==> config.mk <==
export PLATFORM = sky130hd
export DESIGN_NAME = pixel_hex_tx
export DESIGN_NICKNAME = d
export VERILOG_FILES = /design/src/rtl/pixel_pkg.sv /design/src/rtl/pixel_fifo.sv /design/src/rtl/pixel_hex_tx.sv
export SDC_FILE = /design/constraint.sdc
export NUM_CORES = 1
export LEC_CHECK = 0
export ABC_AREA = 0
export CAP_MARGIN = 10
export CORE_MARGIN = 8
export CORE_UTILIZATION = 41
export DETAILED_ROUTE_END_ITERATION = 8
export SYNTH_ARGS = -nofsm -noshare
export SYNTH_HDL_FRONTEND = slang
export SYNTH_SLANG_ARGS = --single-unit
==> constraint.sdc <==
create_clock -name clk -period 2.45 [get_ports clk]
set_input_delay 0.6125 -clock clk [delete_from_list [all_inputs] [get_ports clk]]
set_output_delay 0.6125 -clock clk [all_outputs]
set_load 0.01 [all_outputs]
==> src/rtl/pixel_pkg.sv <==
// Shared types and helpers for the pixel hex text path (transmit and receive sides).
//   pixel_t          : packed 24-bit RGB pixel, r in the top byte.
//   tx_state_e       : encoder FSM states.
//   nibble_to_ascii  : 4-bit value to ASCII hex digit, case selectable.
package pixel_pkg;

    typedef struct packed {
        logic [7:0] r;
        logic [7:0] g;
        logic [7:0] b;
    } pixel_t;

    localparam logic [7:0] HEX_LC_BASE    = 8'h61;
    localparam logic [7:0] HEX_UC_BASE    = 8'h41;
    localparam logic [7:0] HEX_DIGIT_BASE = 8'h30;

    typedef enum logic [1:0] {
        StIdle,
        StEmit,
        StSep
    } tx_state_e;

    function automatic logic [7:0] nibble_to_ascii(input logic [3:0] nibble,
                                                   input logic       uppercase);
        logic [7:0] n8;
        n8 = {4'h0, nibble};
        if (nibble < 4'd10) begin
            return HEX_DIGIT_BASE + n8;
        end
        return (uppercase ? HEX_UC_BASE : HEX_LC_BASE) + n8 - 8'd10;
    endfunction

endpackage

==> src/rtl/pixel_fifo.sv <==
// Synchronous FIFO for pixel words, shared by the hex transmitter and receiver.
// Ports:
//   clk_i, rst_i : clock (rising edge), asynchronous active-high reset
//   push_i       : write data_i (ignored while full)
//   data_i       : write data
//   pop_i        : discard head entry (ignored while empty)
//   data_o       : head entry, valid while !empty_o
//   full_o       : DEPTH entries stored
//   empty_o      : no entries stored
module pixel_fifo #(
    parameter int unsigned DEPTH = 4,
    parameter int unsigned WIDTH = 24
) (
    input  logic             clk_i,
    input  logic             rst_i,
    input  logic             push_i,
    input  logic [WIDTH-1:0] data_i,
    input  logic             pop_i,
    output logic [WIDTH-1:0] data_o,
    output logic             full_o,
    output logic             empty_o
);
    import pixel_pkg::*;

    localparam int unsigned AW = (DEPTH > 1) ? $clog2(DEPTH) : 1;
    localparam int unsigned CW = $clog2(DEPTH + 1);

    logic [WIDTH-1:0] mem_q [DEPTH];
    logic [AW-1:0]    wr_ptr_q, wr_ptr_d;
    logic [AW-1:0]    rd_ptr_q, rd_ptr_d;
    logic [CW-1:0]    count_q, count_d;
    logic             do_push, do_pop;

    assign full_o  = (count_q == CW'(DEPTH));
    assign empty_o = (count_q == '0);
    assign data_o  = mem_q[rd_ptr_q];

    assign do_push = push_i & ~full_o;
    assign do_pop  = pop_i & ~empty_o;

    // DEPTH is a power of two, so the pointers wrap on their own.
    always_comb begin
        wr_ptr_d = wr_ptr_q;
        rd_ptr_d = rd_ptr_q;
        count_d  = count_q;
        if (do_push) begin
            wr_ptr_d = wr_ptr_q + AW'(1);
        end
        if (do_pop) begin
            rd_ptr_d = rd_ptr_q + AW'(1);
        end
        unique case ({do_push, do_pop})
            2'b10:   count_d = count_q + CW'(1);
            2'b01:   count_d = count_q - CW'(1);
            default: count_d = count_q;
        endcase
    end

    always_ff @(posedge clk_i or posedge rst_i) begin
        if (rst_i) begin
            wr_ptr_q <= '0;
            rd_ptr_q <= '0;
            count_q  <= '0;
        end else begin
            wr_ptr_q <= wr_ptr_d;
            rd_ptr_q <= rd_ptr_d;
            count_q  <= count_d;
        end
    end

    always_ff @(posedge clk_i) begin
        if (do_push) begin
            mem_q[wr_ptr_q] <= data_i;
        end
    end

endmodule

==> src/rtl/pixel_hex_tx.sv <==
// Serializes 24-bit RGB pixels into ASCII hex text: six digits (r hi/lo, g hi/lo, b hi/lo)
// optionally followed by a separator byte.
// Ports:
//   clk, rst            : clock (rising edge), asynchronous active-high reset
//   pix_valid/pix_ready : input pixel handshake, ready = FIFO not full
//   r_in, g_in, b_in    : pixel colour channels
//   char_valid/ready    : output byte handshake (registered valid/data)
//   char_data           : ASCII byte
//   busy                : FIFO holds pixels or a pixel is being emitted
//   pix_count           : pixels fully transmitted, wraps at 16 bits
module pixel_hex_tx #(
    parameter int unsigned FIFO_DEPTH = 4,
    parameter bit          SEP_EN     = 1'b1,
    parameter logic [7:0]  SEP_CHAR   = 8'h0A,
    parameter bit          UPPERCASE  = 1'b0
) (
    input  logic        clk,
    input  logic        rst,
    input  logic        pix_valid,
    output logic        pix_ready,
    input  logic [7:0]  r_in,
    input  logic [7:0]  g_in,
    input  logic [7:0]  b_in,
    output logic        char_valid,
    input  logic        char_ready,
    output logic [7:0]  char_data,
    output logic        busy,
    output logic [15:0] pix_count
);
    import pixel_pkg::*;

    localparam logic [2:0] LastIdx = 3'd5;

    pixel_t    fifo_head;
    logic      fifo_full, fifo_empty, fifo_pop, fifo_push;

    tx_state_e   state_q, state_d;
    logic [23:0] shift_q, shift_d;
    logic [2:0]  idx_q, idx_d;
    logic        char_valid_q, char_valid_d;
    logic [7:0]  char_data_q, char_data_d;
    logic [15:0] pix_count_q, pix_count_d;
    logic        hs, complete;

    // Ready depends only on the registered fill level, never on this cycle's pop.
    assign pix_ready = ~fifo_full;
    assign fifo_push = pix_valid & ~fifo_full;

    pixel_fifo #(
        .DEPTH (FIFO_DEPTH),
        .WIDTH (24)
    ) u_fifo (
        .clk_i   (clk),
        .rst_i   (rst),
        .push_i  (fifo_push),
        .data_i  ({r_in, g_in, b_in}),
        .pop_i   (fifo_pop),
        .data_o  (fifo_head),
        .full_o  (fifo_full),
        .empty_o (fifo_empty)
    );

    assign hs = char_valid_q & char_ready;

    // The current nibble is always shift_q[23:20]; each accepted digit shifts by four.
    always_comb begin
        state_d      = state_q;
        shift_d      = shift_q;
        idx_d        = idx_q;
        char_valid_d = char_valid_q;
        char_data_d  = char_data_q;
        pix_count_d  = pix_count_q;
        fifo_pop     = 1'b0;
        complete     = 1'b0;

        unique case (state_q)
            StIdle: begin
                if (!fifo_empty) begin
                    fifo_pop = 1'b1;
                    shift_d  = fifo_head;
                    idx_d    = 3'd0;
                    state_d  = StEmit;
                end
            end
            StEmit: begin
                if (!char_valid_q) begin
                    // First cycle after leaving idle: present the leading digit.
                    char_valid_d = 1'b1;
                    char_data_d  = nibble_to_ascii(shift_q[23:20], UPPERCASE);
                end else if (hs) begin
                    if (idx_q == LastIdx) begin
                        if (SEP_EN) begin
                            state_d     = StSep;
                            char_data_d = SEP_CHAR;
                        end else begin
                            complete = 1'b1;
                        end
                    end else begin
                        idx_d       = idx_q + 3'd1;
                        shift_d     = shift_q << 4;
                        char_data_d = nibble_to_ascii(shift_q[19:16], UPPERCASE);
                    end
                end
            end
            StSep: begin
                if (hs) begin
                    complete = 1'b1;
                end
            end
            default: state_d = StIdle;
        endcase

        if (complete) begin
            pix_count_d = pix_count_q + 16'd1;
            if (!fifo_empty) begin
                // Chain straight into the next pixel so the stream has no bubble.
                fifo_pop     = 1'b1;
                shift_d      = fifo_head;
                idx_d        = 3'd0;
                state_d      = StEmit;
                char_valid_d = 1'b1;
                char_data_d  = nibble_to_ascii(fifo_head.r[7:4], UPPERCASE);
            end else begin
                state_d      = StIdle;
                char_valid_d = 1'b0;
            end
        end
    end

    always_ff @(posedge clk or posedge rst) begin
        if (rst) begin
            state_q      <= StIdle;
            shift_q      <= '0;
            idx_q        <= '0;
            char_valid_q <= 1'b0;
            char_data_q  <= '0;
            pix_count_q  <= '0;
        end else begin
            state_q      <= state_d;
            shift_q      <= shift_d;
            idx_q        <= idx_d;
            char_valid_q <= char_valid_d;
            char_data_q  <= char_data_d;
            pix_count_q  <= pix_count_d;
        end
    end

    assign char_valid = char_valid_q;
    assign char_data  = char_data_q;
    assign pix_count  = pix_count_q;
    assign busy       = ~fifo_empty | (state_q != StIdle);

endmodule

==> results.tsv <==
metric	value	unit
dieArea	0.0204	mm2
synth_seq_cells	157	
drive_gt1_share	15.9	%
cts_setup_buffers	0	
routed_wl	13.1	mm
clock_latency	0.42	ns
p_switching	3110	uW
ys_seq_area_share	66.8	%
cts_max_level	4	
fin_crit_sh	96.4	%
antenna_found_initial	0	
vias	3941	
syn_area_per_cell	14.4	um2
whs	0.471	ns
nets	575	
grt-ovfl-total	0	
fmax	0.423	GHz
slew_headroom	48.9	%
fp-row-count	46	
rr_startpoint	u_fifo.count_q[0]	
antenna_cells	0	
globalRouteTotalUtil	13.7	%
die_width	143	um
synth_edf_count	96	
wl_per_cell	17.2	um
grt_max_degree	62	
post-place-ws	-0.170	ns
drt_pass1_iterations	4	
outcome	finished, final reports clean	
drv_slew	0	
worst-path-max-fanout	6	
grt_pass1_vias	4021	
top_layer	met4	
initial_core_util	41.7	%
critPathBufInv	1	
vias_per_cell	5.16	
cts-root-buf	clkbuf_16	
ir_drop	700	uV
p_int	6450	uW
worst_pin_slew	0.766	ns
finalCriticalPeriod	2.36	ns
crit_chain	nor3_4 > nand2_1 > clkdlybuf4s50_1	
max_cap_violations	0	
yosys_warnings	0	
yosys_most_used_dff	edfxtp_1	
netSwitchingFraction	32.5	%
synth_area_leaders	edfxtp_1 (44%), dfrtp_1 (23%), mux4_2 (8.2%)	
boundaryPins	55	
cp_top_family	buffers and inverters	
slowest_delay	0.49	ns
r2r_cells	10	
rrSetupSlack	0.34	ns
drt_iter0_drc	225	
setup_slack	0.0878	ns
io_buffers	54	
synth_most_common_cell	edfxtp_1	
power.density	1170	mW/mm2
skew	0.00658	ns
p_clk_share	27.3	%
rsz0062_at_grt	no	
clock-sinks	157	
route.met2.wl	6.54	mm
hold_buffers	0	
core-area	0.0158	mm2
seqPwrFrac	41.0	%
ant_nets	0	
clkSlewWorstSetupHoldPaths	0.06	ns
cts_inserted_buffers	17	
p_leak	0.00310	uW
area_growth	23.6	%
gp_congestion	0.785	
critPathRequiredTime	1.84	ns
cts_tree	built	
grt_pass1_wl	21.3	mm
cp_slowest_cell	clkdlybuf4s50_1	
setup_violations	0	
n_fill_cell	1332	
r2r_end	u_fifo.count_q[2]	
endpoint	busy	
finalHoldViolations	0	
worst-path-stages	3	
die_y	143	um
synth_async_sr_flop_share	38.9	%
synth_cells	459	
wl_met1	5.74	mm
synth.largest_area_cell	edfxtp_1	
clock_path_buffers	2	
syn-cell-area	0.00660	mm2
cp-startpoint	u_fifo.count_q[0]	
synth_cell_types	49	
cp-start-kind	flop	
pwr-share-comb	31.7	%
min_path_type	flop to flop	
worstSetupPathType	flop to output port	
syn-num-nets	499	
cp.arrival	1.75	ns
synthTopCellsByCount	edfxtp_1 (96), dfrtp_1 (61), nand2_1 (48), mux4_2 (24), inv_1 (23)	
post-dp-hpwl	8.38	mm
end_kind	output port	
drc_errors	0	
dr_wl_met3	650	um
yosys.area.top_type_share	43.7	%
==> how the worst min path moves through the flow <==
| stage | start | end | slack (ns) | cells past startpoint |
|---|---|---|---|---|
| after floorplan | shift_q[11] | shift_q[11] | 0.44 | 2 |
| after global placement | shift_q[11] | shift_q[11] | 0.46 | 2 |
| after detailed placement | shift_q[11] | shift_q[11] | 0.46 | 2 |
| after CTS | shift_q[11] | shift_q[11] | 0.47 | 2 |
| after global routing | pix_count[7] | pix_count[7] | 0.50 | 1 |
| final | shift_q[11] | shift_q[11] | 0.47 | 2 |
==> repair_timing <==
action,4_1_cts,5_1_grt
pin swaps,0,1
gates cloned,0,0
resized for setup,1,0
endpoints found under the setup margin,1,1
==> worst reg2reg max path, stage by stage (launching register included) <==
cell and delay [ns]:
dfrtp_1 0.45, inv_1 0.13, nand3_1 0.17, and2_1 0.23
inv_1 0.10, ha_4 0.13, inv_1 0.04, fa_1 0.37
xor2_1 0.15, nor2_1 0.12, xor2_1 0.16
==> power by group through the flow <==
stage | Sequential [uW] | Clock, uW | Combinational (uW)
floorplan | 3850 | 0 | 2190
global route | 3990 | 2780 | 3390
finish | 3920 | 2610 | 3030
CTS | 3920 | 2670 | 3100
global placement | 3920 | 0 | 3030
detailed placement | 3960 | 0 | 3070
==> metal layers <==
layer / GRT usage, % / vias to the layer above
met3: 3.57 / 16
met5: 0 / -
met4: 5.20 / 0
met1: 17.0 / 1984
met2: 22.6 / 84
li1: - / 1857
==> kinds of logic (layout without fill, tap and decap cells) <==
kind of cell | Yosys count | count (layout) | synth area share, %
adder cells (fa/ha/maj) | 12 | 12 | 2.39
buffers and inverters | 44 | 133 | 2.83
multiplexers | 26 | 26 | 8.52
AO/OA/AOI/OAI | 85 | 85 | 8.14
AND/OR/NAND/NOR | 111 | 111 | 8.12
XOR/XNOR | 24 | 24 | 3.19
flip-flops | 157 | 157 | 66.8
==> registers in the layout, indices dropped and copies added, names as in the netlist <==
name / flops
state_q: 2
u_fifo.mem_q: 96
u_fifo.wr_ptr_q: 2
shift_q: 24
pix_count: 16
char_valid: 1
u_fifo.rd_ptr_q: 2
char_data: 8
u_fifo.count_q: 3
idx_q: 3
==> through the flow <==
| step | power, uW | std cells | area, um2 | TNS, ns | utilization, % |
|---|---|---|---|---|---|
| global placement | 6940 | 732 | 7560 | -0.132 | 47.8 |
| floorplan | 6040 | 459 | 6630 | 0 | - |
| global route | 10200 | 764 | 8160 | 0 | 51.5 |
| finish | 9560 | 764 | 8160 | 0 | 51.5 |
| CTS | 9700 | 764 | 8160 | 0 | 51.5 |
| detailed placement | 7030 | 732 | 7560 | -0.176 | 47.8 |
==> final cells by class <==
cell class / instances / area (um2) / area share [%]
clock buffers: 19 / 433 / 5.31
repair buffers: 77 / 776 / 9.51
well taps: 216 / 270 / 3.31
clock inverters: 13 / 154 / 1.89
inverters: 24 / 92.6 / 1.14
multi-input cells: 258 / 2020 / 24.8
flip-flops and latches: 157 / 4410 / 54.1
==> cell usage in the layout (no fill, tap or decap), types with 4 or more instances in the layout <==
master,instances
a21oi_1,16
dfrtp_1,61
buf_4,18
nand2b_1,4
o21ai_0,10
buf_12,5
nor3_1,5
inv_1,22
xor2_1,6
edfxtp_1,96
nand3_1,10
a22oi_1,22
nand2_1,48
o21ai_1,21
ha_1,10
xnor2_1,18
clkdlybuf4s50_1,54
nor2_1,15
clkbuf_16,17
inv_6,4
mux4_2,24
and3_1,7
No activity file was read; power rests on OpenSTA's default activity.
